### config.mk
export PLATFORM = sky130hd
export DESIGN_NAME = program_loader
export DESIGN_NICKNAME = d
export VERILOG_FILES = /design/src/rtl/program_loader_pkg.sv /design/src/rtl/program_loader.sv
export SDC_FILE = /design/constraint.sdc
export NUM_CORES = 1
export LEC_CHECK = 0
export BUFFER_PORTS_ARGS = -buffer_cell sky130_fd_sc_hd__buf_4
export CORE_ASPECT_RATIO = 1.75
export CORE_MARGIN = 2
export CORE_UTILIZATION = 44
export CTS_BUF_LIST = sky130_fd_sc_hd__clkbuf_16
export DETAILED_ROUTE_END_ITERATION = 7
export SETUP_SLACK_MARGIN = 0.3
export SLEW_MARGIN = 20
export SYNTH_ARGS = -nofsm -noshare
export SYNTH_HDL_FRONTEND = slang
export SYNTH_SLANG_ARGS = --single-unit
### constraint.sdc
create_clock -name clock -period 4.48 [get_ports clock]
set_input_delay 1.344 -clock clock [delete_from_list [all_inputs] [get_ports clock]]
set_output_delay 1.344 -clock clock [all_outputs]
set_load 0.01 [all_outputs]
### src/rtl/program_loader_pkg.sv
// Shared definitions for the boot-time program loader.
//   loader_state_e : FSM state encoding
//   BYTE_WIDTH     : width of the incoming stream byte
//   HEADER_BYTES   : origin (2 bytes) + word count (2 bytes)
package program_loader_pkg;

   localparam int BYTE_WIDTH   = 8;
   localparam int HEADER_BYTES = 4;

   typedef enum logic [3:0] {
      IDLE    = 4'd0,
      ORG_LO  = 4'd1,
      ORG_HI  = 4'd2,
      CNT_LO  = 4'd3,
      CNT_HI  = 4'd4,
      DATA_LO = 4'd5,
      DATA_HI = 4'd6,
      WRITE   = 4'd7,
      DONE    = 4'd8,
      ERROR   = 4'd9
   } loader_state_e;

   // States in which the loader consumes a stream byte.
   function automatic logic is_receiving(input loader_state_e s);
      return (s == ORG_LO) || (s == ORG_HI) || (s == CNT_LO) ||
             (s == CNT_HI) || (s == DATA_LO) || (s == DATA_HI);
   endfunction

endpackage

### src/rtl/program_loader.sv
// Boot-time program loader. Parses a little-endian header (origin, word
// count) from an 8-bit byte stream, then assembles data words from byte
// pairs and issues one single-cycle RAM write per word.
//
// Ports:
//   clock, reset            : system clock, async active-high reset
//   start_in                : pulse, begins a session (from IDLE or ERROR)
//   abort_in                : ends any session on the next edge
//   byte_in, byte_valid_in  : stream byte and its valid
//   byte_ready_out          : loader accepts byte_in this cycle
//   ram_address_out/_data_out/_write_enable_out : RAM write port
//   busy_out                : session in progress (CPU held, RAM muxed)
//   done_out                : one-cycle pulse on successful completion
//   error_out               : high while in ERROR
//
// state   | meaning
// --------+--------------------------------------------------
// IDLE    | waiting for start_in
// ORG_LO  | receiving origin low byte
// ORG_HI  | receiving origin high byte
// CNT_LO  | receiving count low byte
// CNT_HI  | receiving count high byte, then range checks
// DATA_LO | receiving data word low byte
// DATA_HI | receiving data word high byte
// WRITE   | one-cycle RAM write strobe, pointer/count update
// DONE    | one-cycle completion pulse
// ERROR   | bad header; waits for start_in or abort_in
module program_loader
   import program_loader_pkg::*;
#(
   parameter int D_WIDTH = 16,
   parameter int A_WIDTH = 12
) (
   input  logic                  clock,
   input  logic                  reset,
   input  logic                  start_in,
   input  logic                  abort_in,
   input  logic [BYTE_WIDTH-1:0] byte_in,
   input  logic                  byte_valid_in,
   output logic                  byte_ready_out,
   output logic [A_WIDTH-1:0]    ram_address_out,
   output logic [D_WIDTH-1:0]    ram_data_out,
   output logic                  ram_write_enable_out,
   output logic                  busy_out,
   output logic                  done_out,
   output logic                  error_out
);

   // Number of RAM words; 17 bits so that a 16-bit address space fits.
   localparam logic [16:0] MEM_WORDS = 17'(1) << A_WIDTH;

   loader_state_e          state_q, state_d;
   logic [15:0]            origin_q, origin_d;
   logic [BYTE_WIDTH-1:0]  byte_q, byte_d;
   logic [A_WIDTH-1:0]     ptr_q, ptr_d;
   logic [16:0]            remaining_q, remaining_d;
   logic [A_WIDTH-1:0]     addr_q, addr_d;
   logic [D_WIDTH-1:0]     data_q, data_d;

   logic                   xfer;
   logic [16:0]            count_w;
   logic [16:0]            room_w;
   logic                   origin_oob;
   logic [15:0]            word_w;

   assign byte_ready_out = is_receiving(state_q) && !abort_in;
   assign xfer           = byte_valid_in && byte_ready_out;

   // Header checks use the count byte arriving now plus the latched low byte.
   assign count_w    = {1'b0, byte_in, byte_q};
   assign room_w     = MEM_WORDS - 17'(origin_q[A_WIDTH-1:0]);
   assign origin_oob = (origin_q >> A_WIDTH) != 16'd0;
   assign word_w     = {byte_in, byte_q};

   always_comb begin
      state_d     = state_q;
      origin_d    = origin_q;
      byte_d      = byte_q;
      ptr_d       = ptr_q;
      remaining_d = remaining_q;
      addr_d      = addr_q;
      data_d      = data_q;

      if (abort_in) begin
         state_d = IDLE;
      end else begin
         unique case (state_q)
            IDLE: begin
               if (start_in) state_d = ORG_LO;
            end
            ORG_LO: begin
               if (xfer) begin
                  origin_d[7:0] = byte_in;
                  state_d       = ORG_HI;
               end
            end
            ORG_HI: begin
               if (xfer) begin
                  origin_d[15:8] = byte_in;
                  state_d        = CNT_LO;
               end
            end
            CNT_LO: begin
               if (xfer) begin
                  byte_d  = byte_in;
                  state_d = CNT_HI;
               end
            end
            CNT_HI: begin
               if (xfer) begin
                  if (origin_oob || (count_w > room_w)) begin
                     state_d = ERROR;
                  end else if (count_w == 17'd0) begin
                     state_d = DONE;
                  end else begin
                     ptr_d       = origin_q[A_WIDTH-1:0];
                     remaining_d = count_w;
                     state_d     = DATA_LO;
                  end
               end
            end
            DATA_LO: begin
               if (xfer) begin
                  byte_d  = byte_in;
                  state_d = DATA_HI;
               end
            end
            DATA_HI: begin
               if (xfer) begin
                  // Address/data registers feed the RAM port directly and
                  // keep their value after the strobe.
                  addr_d  = ptr_q;
                  data_d  = word_w[D_WIDTH-1:0];
                  state_d = WRITE;
               end
            end
            WRITE: begin
               ptr_d       = ptr_q + A_WIDTH'(1);
               remaining_d = remaining_q - 17'd1;
               state_d     = (remaining_q == 17'd1) ? DONE : DATA_LO;
            end
            DONE: begin
               state_d = IDLE;
            end
            ERROR: begin
               if (start_in) state_d = ORG_LO;
            end
            default: begin
               state_d = IDLE;
            end
         endcase
      end
   end

   always_ff @(posedge clock or posedge reset) begin
      if (reset) begin
         state_q     <= IDLE;
         origin_q    <= '0;
         byte_q      <= '0;
         ptr_q       <= '0;
         remaining_q <= '0;
         addr_q      <= '0;
         data_q      <= '0;
      end else begin
         state_q     <= state_d;
         origin_q    <= origin_d;
         byte_q      <= byte_d;
         ptr_q       <= ptr_d;
         remaining_q <= remaining_d;
         addr_q      <= addr_d;
         data_q      <= data_d;
      end
   end

   // Abort suppresses the strobe in the same cycle so no partial word lands.
   assign ram_write_enable_out = (state_q == WRITE) && !abort_in;
   assign ram_address_out      = addr_q;
   assign ram_data_out         = data_q;
   assign busy_out             = (state_q != IDLE) && (state_q != DONE);
   assign done_out             = (state_q == DONE);
   assign error_out            = (state_q == ERROR);

endmodule

==> metrics, run 1 <==
DRC=0; syn_nets=505; DIE HEIGHT=141.8 um; chip width=82.73 um; CP required=4.76 ns; Top Metal Used=met4; Hold Path Class=flop to flop; die area=11,730 um2; placed cell area=5221 um2; fraction of layout cells with a size suffix above 1=0.2360; RSZ-0062 raised after global routing=no; TNS Setup=0 ns; achievable frequency=269.6 MHz; GR Overflow Total=0; most numerous cell in the Yosys netlist=dfrtp_1; Num Clock Sinks=85; vias per cell=6.148; initial drt markers=275; CTS Root Cell=clkbuf_16; top cells by area, synth=dfrtp_1 45%, mux2_2 12%, ha_1 4.5%; Tmin final=3.709 ns; Final Cell Area=5549 um2; final max-slew violation count=0; cell leakage power=2.496 nW; Placer Congestion=0.9103; Slew @ Worst Pin=0.9429 ns; total track usage=0.2397; mapped cell area=4772 um2; WL met1=5136 um; # resized after CTS=0; Post-synth top flop=dfrtp_1; Worst path slowest cell=o22a_1; FFs w/ async S/R, synth=1.000; Critical Path Source Type=flop; drt first pass iters=4; Post-CTS Hold Buffers=0; Synth Register Bits=85; CP endpoint kind=flop; NumNets Final=543; worst skew pair latency=0.34 ns; Final Skew=0.01161 ns; clock-pin slew on the worst setup and hold paths=0.06 ns; Synth Area per Inst=10.05 um2; max-cap viol count=0; final setup margin=0.7711 ns; row cnt=50; initial antenna violation count=0; Synth area leader=dfrtp_1; crit path max fanout=24; pwr/cell area=641.2 nW/um2; top-area cell type share of the netlist area=0.4457; vias in the first global route=4,013; sequential-to-total area share from yosys stat=0.4457; antenna viol nets, final=0; antenna cells=0; most used cell, CP=or4_1; first-pass GRT wire length=20,830 um; worst slack at placement=0.6426 ns; EDFF count, synth=0; top cells by count, synth=85 x dfrtp_1, 50 x mux2_2, 49 x nor2_1, 42 x a21oi_1; setup violators final=0; number of post-CTS setup repair buffers=0; H-tree depth=3; outcome=finished, final reports clean; critical path class=flop to flop; CTS buffer count=9; starting density of the core=0.4487; worst-case clock buffer depth=2; slowest stage delay, CP=0.77 ns; Avg WL per Cell=20.28 um; Final Hold Fails=0; I/O pin count=46; DRT Wirelength=13,120 um; length of routed met2 wiring=6586 um; cells after synthesis=475; worst vdd ir=0.0003465 V; max_slew headroom=0.3714; via count=3,978; CTS tree=built; Synth cell types=51; I/O Buffers=45; wire length on met3=561 um; core area=10,640 um2; critical path cell sequence=or4_1 > or4_1 > ha_1 > nand4_1 > nor2_1 > nand3_1 > o22a_1 > nand2_1 > o2bb2a_1; largest net degree at the start of global routing=35; DPL Wire Length=9429 um; fillcell total=998; Final period util=0.8279; synth-to-layout area growth=16.28%; Arr. time, crit path=3.99 ns; Syn. warnings=0
[cells in the final DEF, fill, tap and decap left out, types with 12 or more instances in the layout]
cell type  netlist  routed
dfrtp_1         85      85
buf_4            0      52
mux2_2          50      50
nor2_1          49      49
a21oi_1         42      42
nand2_1         18      18
o21ai_0         17      17
ha_1            17      17
o22a_1          15      15
nand3_1         13      13
inv_1           13      12
[layer usage]
| layer | track usage | vias to the layer above |
|---|---|---|
| li1 | - | 1849 |
| met4 | 0.1665 | 0 |
| met5 | 0 | - |
| met2 | 0.3913 | 118 |
| met3 | 0.02926 | 41 |
| met1 | 0.2851 | 1970 |
[kinds of logic after synthesis]
kind of cell / after synthesis / synth area share
buf+inv: 38 / 0.03225
flops: 85 / 0.4457
simple gates: 148 / 0.1623
mux: 50 / 0.1180
xor+xnor: 12 / 0.02203
compound gates: 125 / 0.1751
fa+ha+maj: 17 / 0.04457
[sequential cells by signal, indices dropped and copies added (netlist names)]
name and cells:
state_q 4, origin_q 16, ram_data_out 16, ptr_q 12
remaining_q 17, ram_address_out 12, byte_q 8
[cell type report]
type | instances | area [um2] | share of cell area
multi-input combinational | 352 | 2491 | 0.4489
sequential | 85 | 2127 | 0.3833
timing repair buffer | 52 | 390.4 | 0.07035
clock buffer | 9 | 225.2 | 0.04059
tap | 130 | 162.7 | 0.02931
clock inverter | 6 | 102.6 | 0.01849
inverter | 13 | 50.05 | 0.009019
[where the power goes]
part	total [mW]	switching [mW]	leakage, nW	internal, mW
registers	1.52	0.436	1.09	1.09
clock network	0.833	0.297	0.160	0.537
logic	1.20	0.572	1.25	0.628
total	3.56	1.30	2.50	2.25
[per-stage QoR]
stage          std cells  hold slack (ns)    util  power [mW]
2_1_floorplan        475           0.4540       -       2.242
3_3_place_gp         632           0.4678  0.4909       2.670
3_5_place_dp         632           0.4734  0.4909       2.723
4_1_cts              647           0.4868  0.5218       3.569
5_1_grt              647           0.5140  0.5218       3.775
6_report             647           0.4804  0.5218       3.558
[critical path: cells and delay by family (launching register included)]
kind | cells | cell delay, ns
AOI/OAI and AO/OA | 2 | 1.11
adders and majority gates | 1 | 0.30
DFF | 1 | 0.47
and+or+nand+nor | 6 | 1.76
[worst paths after layout]
| path | startpoint | end | slack [ns] | cells after the start |
|---|---|---|---|---|
| setup / recovery | origin_q[7]$_DFFE_PP0P_ | remaining_q[7]$_DFFE_PP0P_ | 0.77 | 9 |
| hold / removal | ram_address_out[3]$_DFFE_PP0P_ | ram_address_out[3]$_DFFE_PP0P_ | 0.48 | 2 |
| setup reg to reg | origin_q[7]$_DFFE_PP0P_ | remaining_q[7]$_DFFE_PP0P_ | 0.77 | 9 |
| hold reg to reg | ram_address_out[3]$_DFFE_PP0P_ | ram_address_out[3]$_DFFE_PP0P_ | 0.48 | 2 |
| max in group asynchronous | reset | ram_address_out[1]$_DFFE_PP0P_ | 2.64 | 3 |
| min in group asynchronous | reset | ram_data_out[10]$_DFFE_PP0P_ | 1.06 | 2 |
Note: power is estimated with default switching activity, not from simulation.
==> run 2, diff against run 1 <==
clock period = 3.1 ns   (was 4.48 ns; I/O delays follow)
==> metrics, run 2 (synthesis results as in run 1) <==
vias per cell=6.065 (was 6.148); via count=4,130 (was 3,978); max_slew headroom=0.5019 (was 0.3714); first-pass GRT wire length=22,450 um (was 20,830 um); starting density of the core=0.4487 (unchanged); critical path cell sequence=or4_4 > nor2_4 > xor2_2 > ha_1 > a211oi_2 > o211ai_1 > or4_4 > buf_12 > buf_6 > a21oi_2 > a2bb2oi_1 (was or4_1 > or4_1 > ha_1 > nand4_1 > nor2_1 > nand3_1 > o22a_1 > nand2_1 > o2bb2a_1); CP endpoint kind=flop (unchanged); Tmin final=3.144 ns (was 3.709 ns); most used cell, CP=or4_4 (was or4_1); Hold Slack=0.4810 ns (was 0.4804 ns); initial drt markers=276 (was 275); Pint=3.231 mW (was 2.253 mW); synth-to-layout area growth=28.61% (was 16.28%); row cnt=50 (unchanged); Worst path slowest cell=or4_4 (was o22a_1); Placer Congestion=0.8762 (was 0.9103); worst-case clock buffer depth=2 (unchanged); core area=10,640 um2 (unchanged); Switching Share=0.3900 (was 0.3668); length of routed met2 wiring=7509 um (was 6586 um); outcome=finished with violations (was finished, final reports clean); Num Clock Sinks=85 (unchanged); setup violators final=18 (was 0); final max-slew violation count=0 (unchanged); largest net degree at the start of global routing=60 (was 35); Non-Filler Instances=681 (was 647); Hold Path Class=flop to flop (unchanged); CTS tree=built (unchanged); Final Skew=0.01112 ns (was 0.01161 ns); RSZ-0062 raised after global routing=yes (was no); failing checks=setup timing; vias in the first global route=4,197 (was 4,013); H-tree depth=3 (unchanged); P_sw=2.066 mW (was 1.305 mW); crit path capture=ptr_q[2]$_DFFE_PP0P_ (was remaining_q[7]$_DFFE_PP0P_); chip width=82.73 um (unchanged); pwr/cell area=863.1 nW/um2 (was 641.2 nW/um2); CTS Root Cell=clkbuf_16 (unchanged); number of flip-flops in the largest register=17 (unchanged); crit path launch=origin_q[9]$_DFFE_PP0P_ (was origin_q[7]$_DFFE_PP0P_); total track usage=0.2567 (was 0.2397); clock-pin slew on the worst setup and hold paths=0.06 ns (about the same); Arr. time, crit path=3.41 ns (was 3.99 ns); setup slack, reg-to-reg=-0.04 ns (was 0.77 ns); most frequent cells in the layout=85 x dfrtp_1, 75 x buf_4, 50 x mux2_2, 48 x nor2_1, 28 x a21oi_1 (was 85 x dfrtp_1, 52 x buf_4, 50 x mux2_2, 49 x nor2_1, 42 x a21oi_1); Logic pwr share=0.410 (was 0.337); I/O Buffers=45 (unchanged); DRC=0 (unchanged); Clock Power Share=0.187 (was 0.234); Final Cell Area=6137 um2 (was 5549 um2); worst vdd ir=0.0004873 V (was 0.0003465 V); Final Hold Fails=0 (unchanged); dpl cells=662 (was 632); cell leakage power=2.686 nW (was 2.496 nW); DIE HEIGHT=141.8 um (unchanged); CP top delay family=simple AND/OR/NAND/NOR gates (unchanged); die area=11,730 um2 (unchanged); fillcell total=956 (was 998); worst skew pair latency=0.34 ns (about the same); GR Overflow Total=0 (unchanged); reg-to-reg endpoint=ptr_q[2]$_DFFE_PP0P_ (was remaining_q[7]$_DFFE_PP0P_); Post-CTS Hold Buffers=0 (unchanged); Critical Path Source Type=flop (unchanged); Top Metal Used=met4 (unchanged); crit path buf inv count=2 (was 0); wire length on met3=509 um (was 561 um); Final period util=1.014 (was 0.8279); fraction of layout cells with a size suffix above 1=0.3684 (was 0.2360); placed cell area=5573 um2 (was 5221 um2); worst slack at placement=-0.2352 ns (was 0.6426 ns); DPL Wire Length=10,070 um (was 9429 um); DRT Wirelength=14,210 um (was 13,120 um); drt first pass iters=5 (was 4); initial antenna violation count=0 (unchanged); critical path class=flop to flop (unchanged); antenna viol nets, final=0 (unchanged); achievable frequency=318.0 MHz (was 269.6 MHz); max-cap viol count=0 (unchanged); crit path max fanout=9 (was 24); Slew @ Worst Pin=0.7368 ns (was 0.9429 ns); WL met1=5592 um (was 5136 um); Most flops, register=remaining_q (unchanged); Critical R2R Launch=origin_q[9]$_DFFE_PP0P_ (was origin_q[7]$_DFFE_PP0P_); slowest stage delay, CP=0.58 ns (was 0.77 ns); Avg WL per Cell=20.87 um (was 20.28 um); sequential share of power=0.403 (was 0.429); reg2reg path depth=11 (was 9); I/O pin count=46 (unchanged); CP required=3.36 ns (was 4.76 ns); final setup margin=-0.04418 ns (was 0.7711 ns); cell depth of the worst setup path=11 (was 9); CTS buffer count=9 (unchanged); commonest non-fill, non-tap cell in the layout=dfrtp_1 (unchanged); antenna cells=0 (unchanged); NumNets Final=576 (was 543)
## run 2: layout make-up
class	count	area (um2)	share of cell area
clock inverters	7	43.79	0.007136
flip-flops and latches	85	2127	0.3466
repair buffers	84	716.9	0.1168
well taps	130	162.7	0.02650
inverters	13	52.55	0.008563
clock buffers	9	225.2	0.03670
multi-input cells	353	2809	0.4577
## run 2: worst min-delay path by stage
stage | startpoint | to | cells past startpoint | slack [ns]
after floorplan | remaining_q[16]$_DFFE_PP0P_ | remaining_q[16]$_DFFE_PP0P_ | 1 | 0.45
after global placement | ram_address_out[3]$_DFFE_PP0P_ | ram_address_out[3]$_DFFE_PP0P_ | 2 | 0.47
after global routing | ram_data_out[5]$_DFFE_PP0P_ | ram_data_out[5]$_DFFE_PP0P_ | 1 | 0.53
after CTS | ram_data_out[0]$_DFFE_PP0P_ | ram_data_out[0]$_DFFE_PP0P_ | 2 | 0.49
final | ram_data_out[0]$_DFFE_PP0P_ | ram_data_out[0]$_DFFE_PP0P_ | 2 | 0.48
after detailed placement | ram_data_out[0]$_DFFE_PP0P_ | ram_data_out[0]$_DFFE_PP0P_ | 2 | 0.47
## run 2: per-layer routing
layer	global-route usage	up-vias
met3	0.02672	38
met2	0.4457	118
li1	-	1912
met5	0	-
met1	0.3041	2062
met4	0.1329	0
## run 2: through the flow
stage | util | setup TNS [ns] | total power, mW
floorplan | - | 0 | 3.301
global placement | 0.5240 | -4.633 | 4.069
detailed placement | 0.5240 | -4.762 | 4.145
CTS | 0.5629 | -0.2697 | 5.206
global route | 0.5771 | -3.770 | 5.633
finish | 0.5771 | -0.3160 | 5.297
## run 2: power groups by stage
stage / Clock (mW) / Sequential, mW / Combinational [mW]
global route: 1.04 / 2.20 / 2.39
global placement: 0 / 2.10 / 1.97
CTS: 0.997 / 2.11 / 2.10
detailed placement: 0 / 2.11 / 2.03
finish: 0.992 / 2.13 / 2.17
floorplan: 0 / 2.01 / 1.29
## run 2: what timing repair did
item,CTS,global route
buffers inserted,2,0
pin swaps,4,3
gates cloned,1,0
setup endpoints to repair,31,32
hold endpoints to repair,0,0
resized for setup,27,30
## run 2: worst min-delay path, stage by stage, from the launching register on
cell and delay, ns:
dfrtp_1 0.34, nand2_1 0.05, o21ai_0 0.06
